File: src/rtl/pipe_skid_stage_pkg.sv
// pipe_skid_stage_pkg: shared pipeline stage state encoding and bubble constants
// Holds the skid FSM encoding (EMPTY/ONE/FULL, numerically equal to occupancy),
// the per-pipeline NOP/bubble payloads, and the state->occupancy helper.
package pipe_skid_stage_pkg;
  typedef enum logic [1:0] {
    ST_EMPTY = 2'd0,
    ST_ONE   = 2'd1,
    ST_FULL  = 2'd2
  } skid_state_e;
  localparam logic [31:0] NOP_INSN    = 32'h0000_0013;
  localparam logic [31:0] BUBBLE_ZERO = 32'h0000_0000;
  function automatic logic [1:0] occ_of(skid_state_e s);
    return s == ST_FULL ? 2'd2 : s == ST_ONE ? 2'd1 : 2'd0;
  endfunction
endpackage

File: src/rtl/pipe_skid_stage.sv
// pipe_skid_stage: valid/ready pipeline stage, single register or two-entry skid
// Ports:
//   clk, rst            clock, asynchronous active-high reset
//   flush               synchronous kill of every held entry (beats accept/consume)
//   in_valid/in_ready   upstream handshake, in_data upstream payload
//   out_valid/out_ready downstream handshake, out_data payload (BUBBLE when idle)
//   occ                 number of held entries, 0..2
module pipe_skid_stage
  import pipe_skid_stage_pkg::*;
#(
  parameter int                 DATA_W = 32,
  parameter bit                 SKID   = 1'b1,
  parameter logic [DATA_W-1:0]  BUBBLE = '0
) (
  input  logic              clk,
  input  logic              rst,
  input  logic              flush,
  input  logic              in_valid,
  output logic              in_ready,
  input  logic [DATA_W-1:0] in_data,
  output logic              out_valid,
  input  logic              out_ready,
  output logic [DATA_W-1:0] out_data,
  output logic [1:0]        occ
);
  if (SKID) begin : g_skid
    skid_state_e       state_q, state_d;
    logic [DATA_W-1:0] main_q, main_d, skid_q, skid_d;
    logic              ready_q;
    logic              acc, cons;
    assign acc       = in_valid & ready_q;
    assign cons      = out_valid & out_ready;
    assign in_ready  = ready_q;
    assign out_valid = state_q != ST_EMPTY;
    // main_q is reloaded with BUBBLE whenever the stage empties, so it can drive out_data directly
    assign out_data  = main_q;
    assign occ       = occ_of(state_q);
    always_comb begin
      state_d = state_q;
      main_d  = main_q;
      skid_d  = skid_q;
      if (flush) begin
        state_d = ST_EMPTY;
        main_d  = BUBBLE;
        skid_d  = BUBBLE;
      end else begin
        case (state_q)
          ST_EMPTY: if (acc) begin
            state_d = ST_ONE;
            main_d  = in_data;
          end
          ST_ONE: if (acc && cons) begin
            main_d = in_data;
          end else if (acc) begin
            state_d = ST_FULL;
            skid_d  = in_data;
          end else if (cons) begin
            state_d = ST_EMPTY;
            main_d  = BUBBLE;
          end
          ST_FULL: if (cons) begin
            state_d = ST_ONE;
            main_d  = skid_q;
            skid_d  = BUBBLE;
          end
          default: state_d = ST_EMPTY;
        endcase
      end
    end
    // ready is a pure register: it looks ahead at the next state, so out_ready never reaches in_ready
    always_ff @(posedge clk or posedge rst) begin
      if (rst) begin
        state_q <= ST_EMPTY;
        main_q  <= BUBBLE;
        skid_q  <= BUBBLE;
        ready_q <= 1'b0;
      end else begin
        state_q <= state_d;
        main_q  <= main_d;
        skid_q  <= skid_d;
        ready_q <= state_d != ST_FULL;
      end
    end
  end else begin : g_reg
    logic              valid_q, valid_d, armed_q;
    logic [DATA_W-1:0] main_q, main_d;
    logic              acc, cons;
    // armed_q holds in_ready low from reset until the first clock edge after release
    assign in_ready  = armed_q & (out_ready | ~valid_q);
    assign acc       = in_valid & in_ready;
    assign cons      = valid_q & out_ready;
    assign out_valid = valid_q;
    assign out_data  = main_q;
    assign occ       = {1'b0, valid_q};
    assign valid_d   = flush ? 1'b0 : acc ? 1'b1 : cons ? 1'b0 : valid_q;
    assign main_d    = flush ? BUBBLE : acc ? in_data : cons ? BUBBLE : main_q;
    always_ff @(posedge clk or posedge rst) begin
      if (rst) begin
        valid_q <= 1'b0;
        main_q  <= BUBBLE;
        armed_q <= 1'b0;
      end else begin
        valid_q <= valid_d;
        main_q  <= main_d;
        armed_q <= 1'b1;
      end
    end
  end
endmodule

File: config.mk
export PLATFORM = sky130hd
export DESIGN_NAME = pipe_skid_stage
export DESIGN_NICKNAME = d
export VERILOG_FILES = /design/src/rtl/pipe_skid_stage_pkg.sv /design/src/rtl/pipe_skid_stage.sv
export SDC_FILE = /design/constraint.sdc
export NUM_CORES = 1
export LEC_CHECK = 0
export CAP_MARGIN = 10
export CORE_MARGIN = 8
export CORE_UTILIZATION = 45
export DETAILED_ROUTE_END_ITERATION = 12
export GPL_TIMING_DRIVEN = 0
export PLACE_DENSITY = 0.74
export SLEW_MARGIN = 30
export SYNTH_ARGS = -nofsm -noshare
export SYNTH_HDL_FRONTEND = slang
export SYNTH_SLANG_ARGS = --single-unit
File: constraint.sdc
create_clock -name clk -period 2 [get_ports clk]
set_input_delay 0.4 -clock clk [delete_from_list [all_inputs] [get_ports clk]]
set_output_delay 0.4 -clock clk [all_outputs]
set_load 0.1 [all_outputs]
# After elaboration in Yosys (flattened, before gate mapping)
# Cells that the tools add are included.
word_totals:
  output_inout_bits: 36
  regBits: 67
  inputBits: 37
  wordCells: 41
op_classes:
  mux: 19
  n_eq_ne: 9
  reduce_logical: 7
  n_bitwise: 2
ops:
  columns: ["cell", "count"]
  rows:
  - ["32-bit 2-to-1 mux", 8]
  - ["32-bit case mux with 3 select lines", 1]
  - ["32-bit case mux with 2 select lines", 1]
  - ["2-bit 2-to-1 mux", 7]
  - ["3-bit != test, second input constant", 4]
  - ["4-bit by 3-bit != test with 1-bit output, second input constant", 2]
  - ["2-bit case mux with 3 select lines", 1]
  - ["5-bit AND reduction", 1]
  - ["4-bit AND reduction", 1]
  - ["4-bit nonzero test", 1]
  - ["3-bit nonzero test", 1]
  - ["1-bit AND", 2]
  - ["2-bit by 1-bit == test with 1-bit output, second input constant", 1]
  - ["2-bit == test, second input constant", 1]
  - ["2-bit zero test", 1]
  - ["2-bit != test, second input constant", 1]
  - ["2-bit nonzero test", 1]
  - ["1-bit logical AND", 1]
  - ["1-bit 2-to-1 mux", 1]

# Longest topological paths before layout
# Gate-level depths: netlist of the first run.
depth:
  word_depth: 8
  ltp_mapped: 8
  mapped_depth_nobuf: 6

# Worst setup path before layout of the first run
# OpenSTA, ideal clock, no wires.
synth_path:
  path_type: "register to register"
  startpoint: "register g_skid.state_q[0]"
  endpoint: "register g_skid.skid_q[2]"
  setup_slack_ns: -0.506
  arrival_time_ns: 2.378
  path_stages_with_launch: 8
  setup_ns: 0.128
  synth_period_minus_slack_ns: 2.506
  n_path_buf: 1
  t_required_ns: 1.872
  path_cell_list: "dfrtp_1 -> inv_1 -> ha_1 -> nor4bb_1 -> a311oi_4 -> buf_2 -> nand2_1 -> o21ai_0"
synth_between:
  elab_chain_cells: 5
  word_cells_on_any_way: 12
  classes_between: "eq/ne (5); mux (2); bitwise (1); reduce/logical (4)"
synth_rtl:
  columns: ["element", "line_no", "rtl"]
  rows:
  - ["start, declared", "pipe_skid_stage.sv:27", "skid_state_e state_q, state_d;"]
  - ["start signal, assigned", "pipe_skid_stage.sv:78", "state_q <= state_d;"]
  - ["2-bit nonzero test", "pipe_skid_stage.sv:34", "assign out_valid = state_q != ST_EMPTY;"]
  - ["1-bit AND", "pipe_skid_stage.sv:32", "assign cons = out_valid & out_ready;"]
  - ["1-bit logical AND", "pipe_skid_stage.sv:52", "ST_ONE: if (acc && cons) begin"]
  - ["3-bit != test (no source line)", null, null]
  - ["4-bit AND reduction (no source line)", null, null]
  - ["end signal, assigned", "pipe_skid_stage.sv:80", "skid_q <= skid_d;"]
  - ["end, declared", "pipe_skid_stage.sv:28", "logic [DATA_W-1:0] main_q, main_d, skid_q, skid_d;"]
# Several ways; a longest one is shown, not always the timed one.
# A chain may end at the register's enable or synchronous reset.

# Worst setup path after layout of the first run
layout_path:
  startpoint: "register g_skid.main_q[15] (netlist: out_data[15])"
  endpoint: "output port out_data[15]"
layout_lines:
  columns: ["element", "line_no", "rtl"]
  rows:
  - ["start, declared", "pipe_skid_stage.sv:28", null]
  - ["start signal, assigned", "pipe_skid_stage.sv:79", "main_q <= main_d;"]
  - ["end, declared", "pipe_skid_stage.sv:23", "output logic [DATA_W-1:0] out_data,"]
# No word-level cell between the ends.

==> results.cfg, run 1 <==
[run_status]
outcome = completed

[clocking]
clk_pin_slew_ps = 80
cts_max_path_buffers = 2
cts_tree = built
clock_sinks = 67
htree_num_levels = 3
cts_inserted_buffers = 9
cts-root-buf = clkbuf_8
clk-insertion-delay-late_ps = 340

[placed_design]
dpl-instance-area_sq_mm = 0.00390
place_congestion = 0.791
place.port_buffers = 71
placed_wire_length_estimate_after_detailed_placement_um = 5740
post-place-cells = 475

[yosys]
netlist_top_cells_area = dfrtp_1 (55%), a221oi_1 (9.3%), nand2_1 (8.3%), nor3_1 (5.6%), o21ai_1 (5.3%)
yosysWarnings = 0
ys_seq_elements = 67
synth.avg_cell_area_sq_um = 9.39
synth_top_cell_by_area = dfrtp_1
synthesis.instances = 322
top_cell_type_s_share_of_synthesized_area = 0.554
number_of_different_library_cells_in_the_post_synthesis_netlist = 25
synth_nets = 363
fraction_of_the_yosys_area_taken_by_sequential_cells = 0.554
synth_area_sq_mm = 0.00302

[timing]
slew_limit_fails = 0
timing_worst_slew_pin_value_ps = 979
final-hold-violation-count = 0
finalSetupTns_ps = 0
final_setup_skew_ps = 8.69
hold_slack_ps = 363
timing.fmax_ghz = 0.503
finalSetupViolCount = 0
period_share = 0.994
period_needed_ps = 1990
worst_slew_slack_as_a_fraction_of_its_limit = 0.350

[route]
detail-route-antenna-nets = 0
route.met3.wl_um = 538
routedLengthMet1_um = 3770
routedWlPerCell_um = 17.6
drt_iter0_markers = 180
finalWirelength_um = 8870
via_density_per_instance = 5.68
drt_pass1_iterations = 5
topRoutingLayerUsed = met4
drc_errors = 0
routed-via-count = 2857
routed-wl-met2_um = 4440

[power]
max-vdd-ir-drop_uv = 844
power_leakage_nw = 2.06
power_per_cell_area_mw_per_mm2 = 1340

[layout]
final_layout_size_suffix_gt1_frac = 0.241
fillerInstances = 486
final_cells = 503
layout.cell_area.non_filler_sq_mm = 0.00454
area.growth.synth_to_final_pct = 50.1
layout_commonest_cell = nand2_1
layout.cells.most_common_list = nand2_1 (67), dfrtp_1 (65), clkdlybuf4s50_1 (35)
antenna_cells = 0
finalNetCount = 459
fin_util = 0.683

[die]
design.core.area_sq_mm = 0.00664
pin_count = 73
placementRows = 30
fp.dieH_um = 98.0
die_w_um = 98.0
initial_core_util = 0.455
floorplan.die_area_sq_mm = 0.00960

[critical_path]
cp_num_buf_inv = 1
crit_slowest_cell = clkdlybuf4s15_1
cpLargestDelayFamily = buffers and inverters
worst_ep_arrival_time_ps = 1590
cp-start-kind = register
timing.critical_path.depth = 1
end_kind = primary output
r2r.worst_path.cells = 10
critPathRequiredTime_ps = 1600
slowest_delay_ps = 840
critPathKind = reg2out
timing.critical_path.cells = clkdlybuf4s15_1
path_max_fanout = 2

[global_routing]
number_of_antenna_violations_at_the_first_check_in_global_routing = 0
grt_max_degree = 31
grt_overflow_total = 0
grt_pass1_wl_um = 14100
grt_pass1_vias = 2860
globalRouteTotalUtil = 0.181

[worst_hold_path]
hp-class = in2async

[job]
cap_viol_max_count = 0
-- metal layers --
| layer | up-vias | track usage |
|---|---|---|
| li1 | 1336 | - |
| met2 | 97 | 0.290 |
| met3 | 12 | 0.0441 |
| met1 | 1412 | 0.228 |
| met5 | - | 0 |
| met4 | 0 | 0.0767 |
-- state kept, by name, indices dropped and copies added (netlist names) --
name / cells
g_skid.skid_q: 32
g_skid.state_q: 2
in_ready: 1
out_data: 32
-- where the power goes --
| group | internal, W | switching (W) |
|---|---|---|
| Clock | 0.000642 | 0.000513 |
| Sequential | 0.00162 | 0.000171 |
| Combinational | 0.000881 | 0.00228 |
-- cell type report --
class | instances | area, sq um | area share
tap | 80 | 100 | 0.0220
multi-input combinational | 222 | 1520 | 0.334
sequential | 67 | 1680 | 0.370
timing repair buffer | 85 | 816 | 0.180
inverter | 6 | 28.8 | 0.00634
buffer | 27 | 198 | 0.0435
clock inverter | 4 | 48.8 | 0.0107
clock buffer | 12 | 155 | 0.0342
-- Yosys cell counts --
library cell / instances
and2_1: 2
and3_1: 1
o21ai_0: 2
a31o_2: 1
a221oi_1: 32
a311oi_4: 1
a31oi_1: 2
o22ai_1: 1
nor2_1: 34
nand2_1: 67
nor4bb_1: 1
a21oi_1: 1
inv_1: 6
o21ai_1: 32
o2bb2ai_1: 1
clkbuf_1: 14
and4bb_1: 1
nand2b_4: 1
nand3_1: 2
ha_1: 4
nor3_1: 34
a222oi_1: 1
dfrtp_1: 67
buf_2: 13
a2bb2oi_2: 1
-- per-stage QoR --
stage,power [W],setup slack (ps)
after global placement,0.00453,-524
after global routing,0.00636,-15.2
after floorplan,0.00386,-76.7
after detailed placement,0.00457,-549
after CTS,0.00575,-1.15
final,0.00610,13.0
-- repair_timing --
action,4_1_cts,5_1_grt
endpoints found under the hold margin,0,0
pin swaps,2,14
cloned,0,2
hold buffers,0,0
buffers inserted,7,3
endpoints found under the setup margin,98,67
resized for setup,76,75
-- logic make-up (layout without fill, tap and decap cells) --
family,Yosys count,in the layout,share of synthesized area
AND/OR/NAND/NOR,143,143,0.203
AO/OA/AOI/OAI,75,75,0.180
adder cells (fa/ha/maj),4,4,0.0166
flip-flops,67,67,0.554
buffers and inverters,33,134,0.0463
-- path summary, 6_finish.rpt --
check	to	from	slack, ps
worst min-delay path	out_data[22]$_DFFE_PP0P_	rst	360
worst min register to register	g_skid.skid_q[31]$_DFFE_PP0P_	g_skid.skid_q[31]$_DFFE_PP0P_	500
min in group clk	g_skid.skid_q[31]$_DFFE_PP0P_	g_skid.skid_q[31]$_DFFE_PP0P_	500
worst max-delay path	out_data[15]	out_data[15]$_DFFE_PP0P_	10
worst max register to register	out_data[1]$_DFFE_PP0P_	g_skid.state_q[0]$_DFF_PP0_	20
max in group asynchronous	g_skid.skid_q[14]$_DFFE_PP0P_	rst	990
(Power assumes the default switching activity.)
==> inputs of run 2 (changes only) <==
ABC_CLOCK_PERIOD_IN_PS = 2000   (was default)
CORE_ASPECT_RATIO = 2   (was default)
TNS_END_PERCENT = 1   (was default)
==> run 2 against run 1 <==
The run now ends with setup timing left. First-iteration DRC count up 35%. Final area down 0.30%. Register-to-register slack worse by 70 ps. Critical endpoint is now g_skid.skid_q[9]$_DFFE_PP0P_. Highest routed layer unchanged.
==> results.cfg, run 2 (synthesis results as in run 1) <==
[critical_path]
path_max_fanout = 8
rr_startpoint = g_skid.state_q[1]$_DFF_PP0_
critPathKind = reg2reg
r2r.worst_path.cells = 9
worst_flop_to_flop_path_endpoint = g_skid.skid_q[9]$_DFFE_PP0P_
worst_ep_arrival_time_ps = 2300
rrSetupSlack_ps = -50
end_kind = register
cp-start-kind = register
critPathRequiredTime_ps = 2260

[job]
cap_viol_max_count = 0

[timing]
final_setup_skew_ps = 5.16
worst_slew_slack_as_a_fraction_of_its_limit = 0.356
timing.fmax_ghz = 0.489
period_needed_ps = 2050
fin_ws_ps = -45.6
timing_worst_slew_pin_value_ps = 970
finalSetupViolCount = 29
final-hold-violation-count = 0
slew_limit_fails = 0
period_share = 1.02
rsz0062_at_grt = yes

[layout]
layout.cells.most_common_list = nand2_1 (67), dfrtp_1 (65), clkdlybuf4s50_1 (35)
antenna_cells = 0
multi_input_gate_area_in_the_final_layout_sq_mm = 0.00137
final_layout_size_suffix_gt1_frac = 0.183
finalNetCount = 458
final_cells = 509
fillerInstances = 523
seq_area_sq_mm = 0.00168
layout_commonest_cell = nand2_1
layout.cell_area.non_filler_sq_mm = 0.00453
area.growth.synth_to_final_pct = 49.7

[die]
placementRows = 42
initial_core_util = 0.460
die_w_um = 74.0
floorplan.die_area_sq_mm = 0.00976
pin_count = 73
fp.dieH_um = 132
design.core.area_sq_mm = 0.00657

[route]
routedWlPerCell_um = 18.5
routed-via-count = 2920
drt_iter0_markers = 243
detail-route-antenna-nets = 0
routedLengthMet1_um = 3490
route.met3.wl_um = 537
drc_errors = 0
via_density_per_instance = 5.74
routed-wl-met2_um = 5070
finalWirelength_um = 9400
drt_pass1_iterations = 5
topRoutingLayerUsed = met4

[clocking]
cts_hold_repair.buffers = 0
clock_sinks = 67
htree_num_levels = 3
clk-insertion-delay-late_ps = 330
cts_tree = built
cts_max_path_buffers = 2
cts_inserted_buffers = 9
clk_pin_slew_ps = 50
cts-root-buf = clkbuf_16

[run_status]
violations_in_the_final_reports = setup timing
outcome = finished with violations

[global_routing]
globalRouteTotalUtil = 0.188
grt_pass1_vias = 2888
grt_pass1_wl_um = 14200
grt_max_degree = 43
number_of_antenna_violations_at_the_first_check_in_global_routing = 0
grt_overflow_total = 0

[power]
p_int_w = 0.00344
switching_power_share_of_the_total = 0.458
power_leakage_nw = 2.08
comb_power_share = 0.471
switchingPower_w = 0.00291
max-vdd-ir-drop_uv = 734
sequentialPowerShare = 0.281
power_per_cell_area_mw_per_mm2 = 1400
p_clk_frac = 0.249

[worst_hold_path]
hp-class = in2async

[placed_design]
place.port_buffers = 71
dpl-instance-area_sq_mm = 0.00389
place_congestion = 0.885
post-place-cells = 482
detailedPlace.worstSlack_ps = -555
placed_wire_length_estimate_after_detailed_placement_um = 6080
run 2: changes by cell type in the layout (fill, tap and decap cells not counted), sizes merged:
cell	before	now
buf	31	26
clkbuf	26	30
clkdlybuf4s15	7	3
clkinv	3	1
clkinvlp	1	0
dlygate4sd2	25	30
inv	5	6
run 2: how the worst max path moves through the flow:
stage	slack (ps)	from	cells after the start	end
3_3_place_gp	-1190	rst	2	out_data[11]$_DFFE_PP0P_
2_1_floorplan	-80	rst	1	g_skid.skid_q[0]$_DFFE_PP0P_
3_5_place_dp	-550	g_skid.state_q[0]$_DFF_PP0_	5	out_valid
4_1_cts	-160	g_skid.state_q[1]$_DFF_PP0_	8	g_skid.skid_q[16]$_DFFE_PP0P_
6_report	-50	g_skid.state_q[1]$_DFF_PP0_	9	g_skid.skid_q[9]$_DFFE_PP0P_
5_1_grt	-70	g_skid.state_q[1]$_DFF_PP0_	9	g_skid.skid_q[5]$_DFFE_PP0P_
run 2: through the flow:
stage / setup TNS, ps / utilization / power, W / hold WS [ps]
floorplan: -7870 / - / 0.00386 / 451
global placement: -93190 / 0.589 / 0.00453 / 466
detailed placement: -15610 / 0.593 / 0.00457 / 476
CTS: -5750 / 0.638 / 0.00608 / 401
global route: -1390 / 0.689 / 0.00660 / 448
finish: -465 / 0.689 / 0.00635 / 397
run 2: per-layer routing:
layer | vias up | GRT usage
met5 | - | 0
met4 | 0 | 0.0930
met3 | 26 | 0.0526
met2 | 112 | 0.313
met1 | 1451 | 0.208
li1 | 1331 | -
run 2: worst max-delay path: stages (launching register included):
cell	delay, ps
dfrtp_2	440
inv_4	60
ha_4	150
buf_6	130
nand2b_4	190
a311oi_4	430
buf_6	250
clkbuf_16	170
nand2_1	60
o21ai_1	80
run 2: layout make-up:
type / instances / share of cell area
sequential: 67 / 0.371
multi-input combinational: 222 / 0.303
inverter: 6 / 0.00608
clock buffer: 13 / 0.0575
clock inverter: 2 / 0.00774
timing repair buffer: 84 / 0.185
tap: 88 / 0.0243
buffer: 27 / 0.0451
run 2: repair_timing:
item | in CTS | in global routing
cloned | 0 | 4
pin swaps | 1 | 2
setup buffers | 0 | 8
setup endpoints to repair | 98 | 65
gates resized for setup | 69 | 58
run 2: power by group through the flow:
stage	registers (W)	logic (W)	clock network [W]
2_1_floorplan	0.00298	0.000887	0
3_3_place_gp	0.00179	0.00275	0
3_5_place_dp	0.00180	0.00277	0
4_1_cts	0.00177	0.00272	0.00158
5_1_grt	0.00181	0.00312	0.00166
6_report	0.00178	0.00299	0.00158
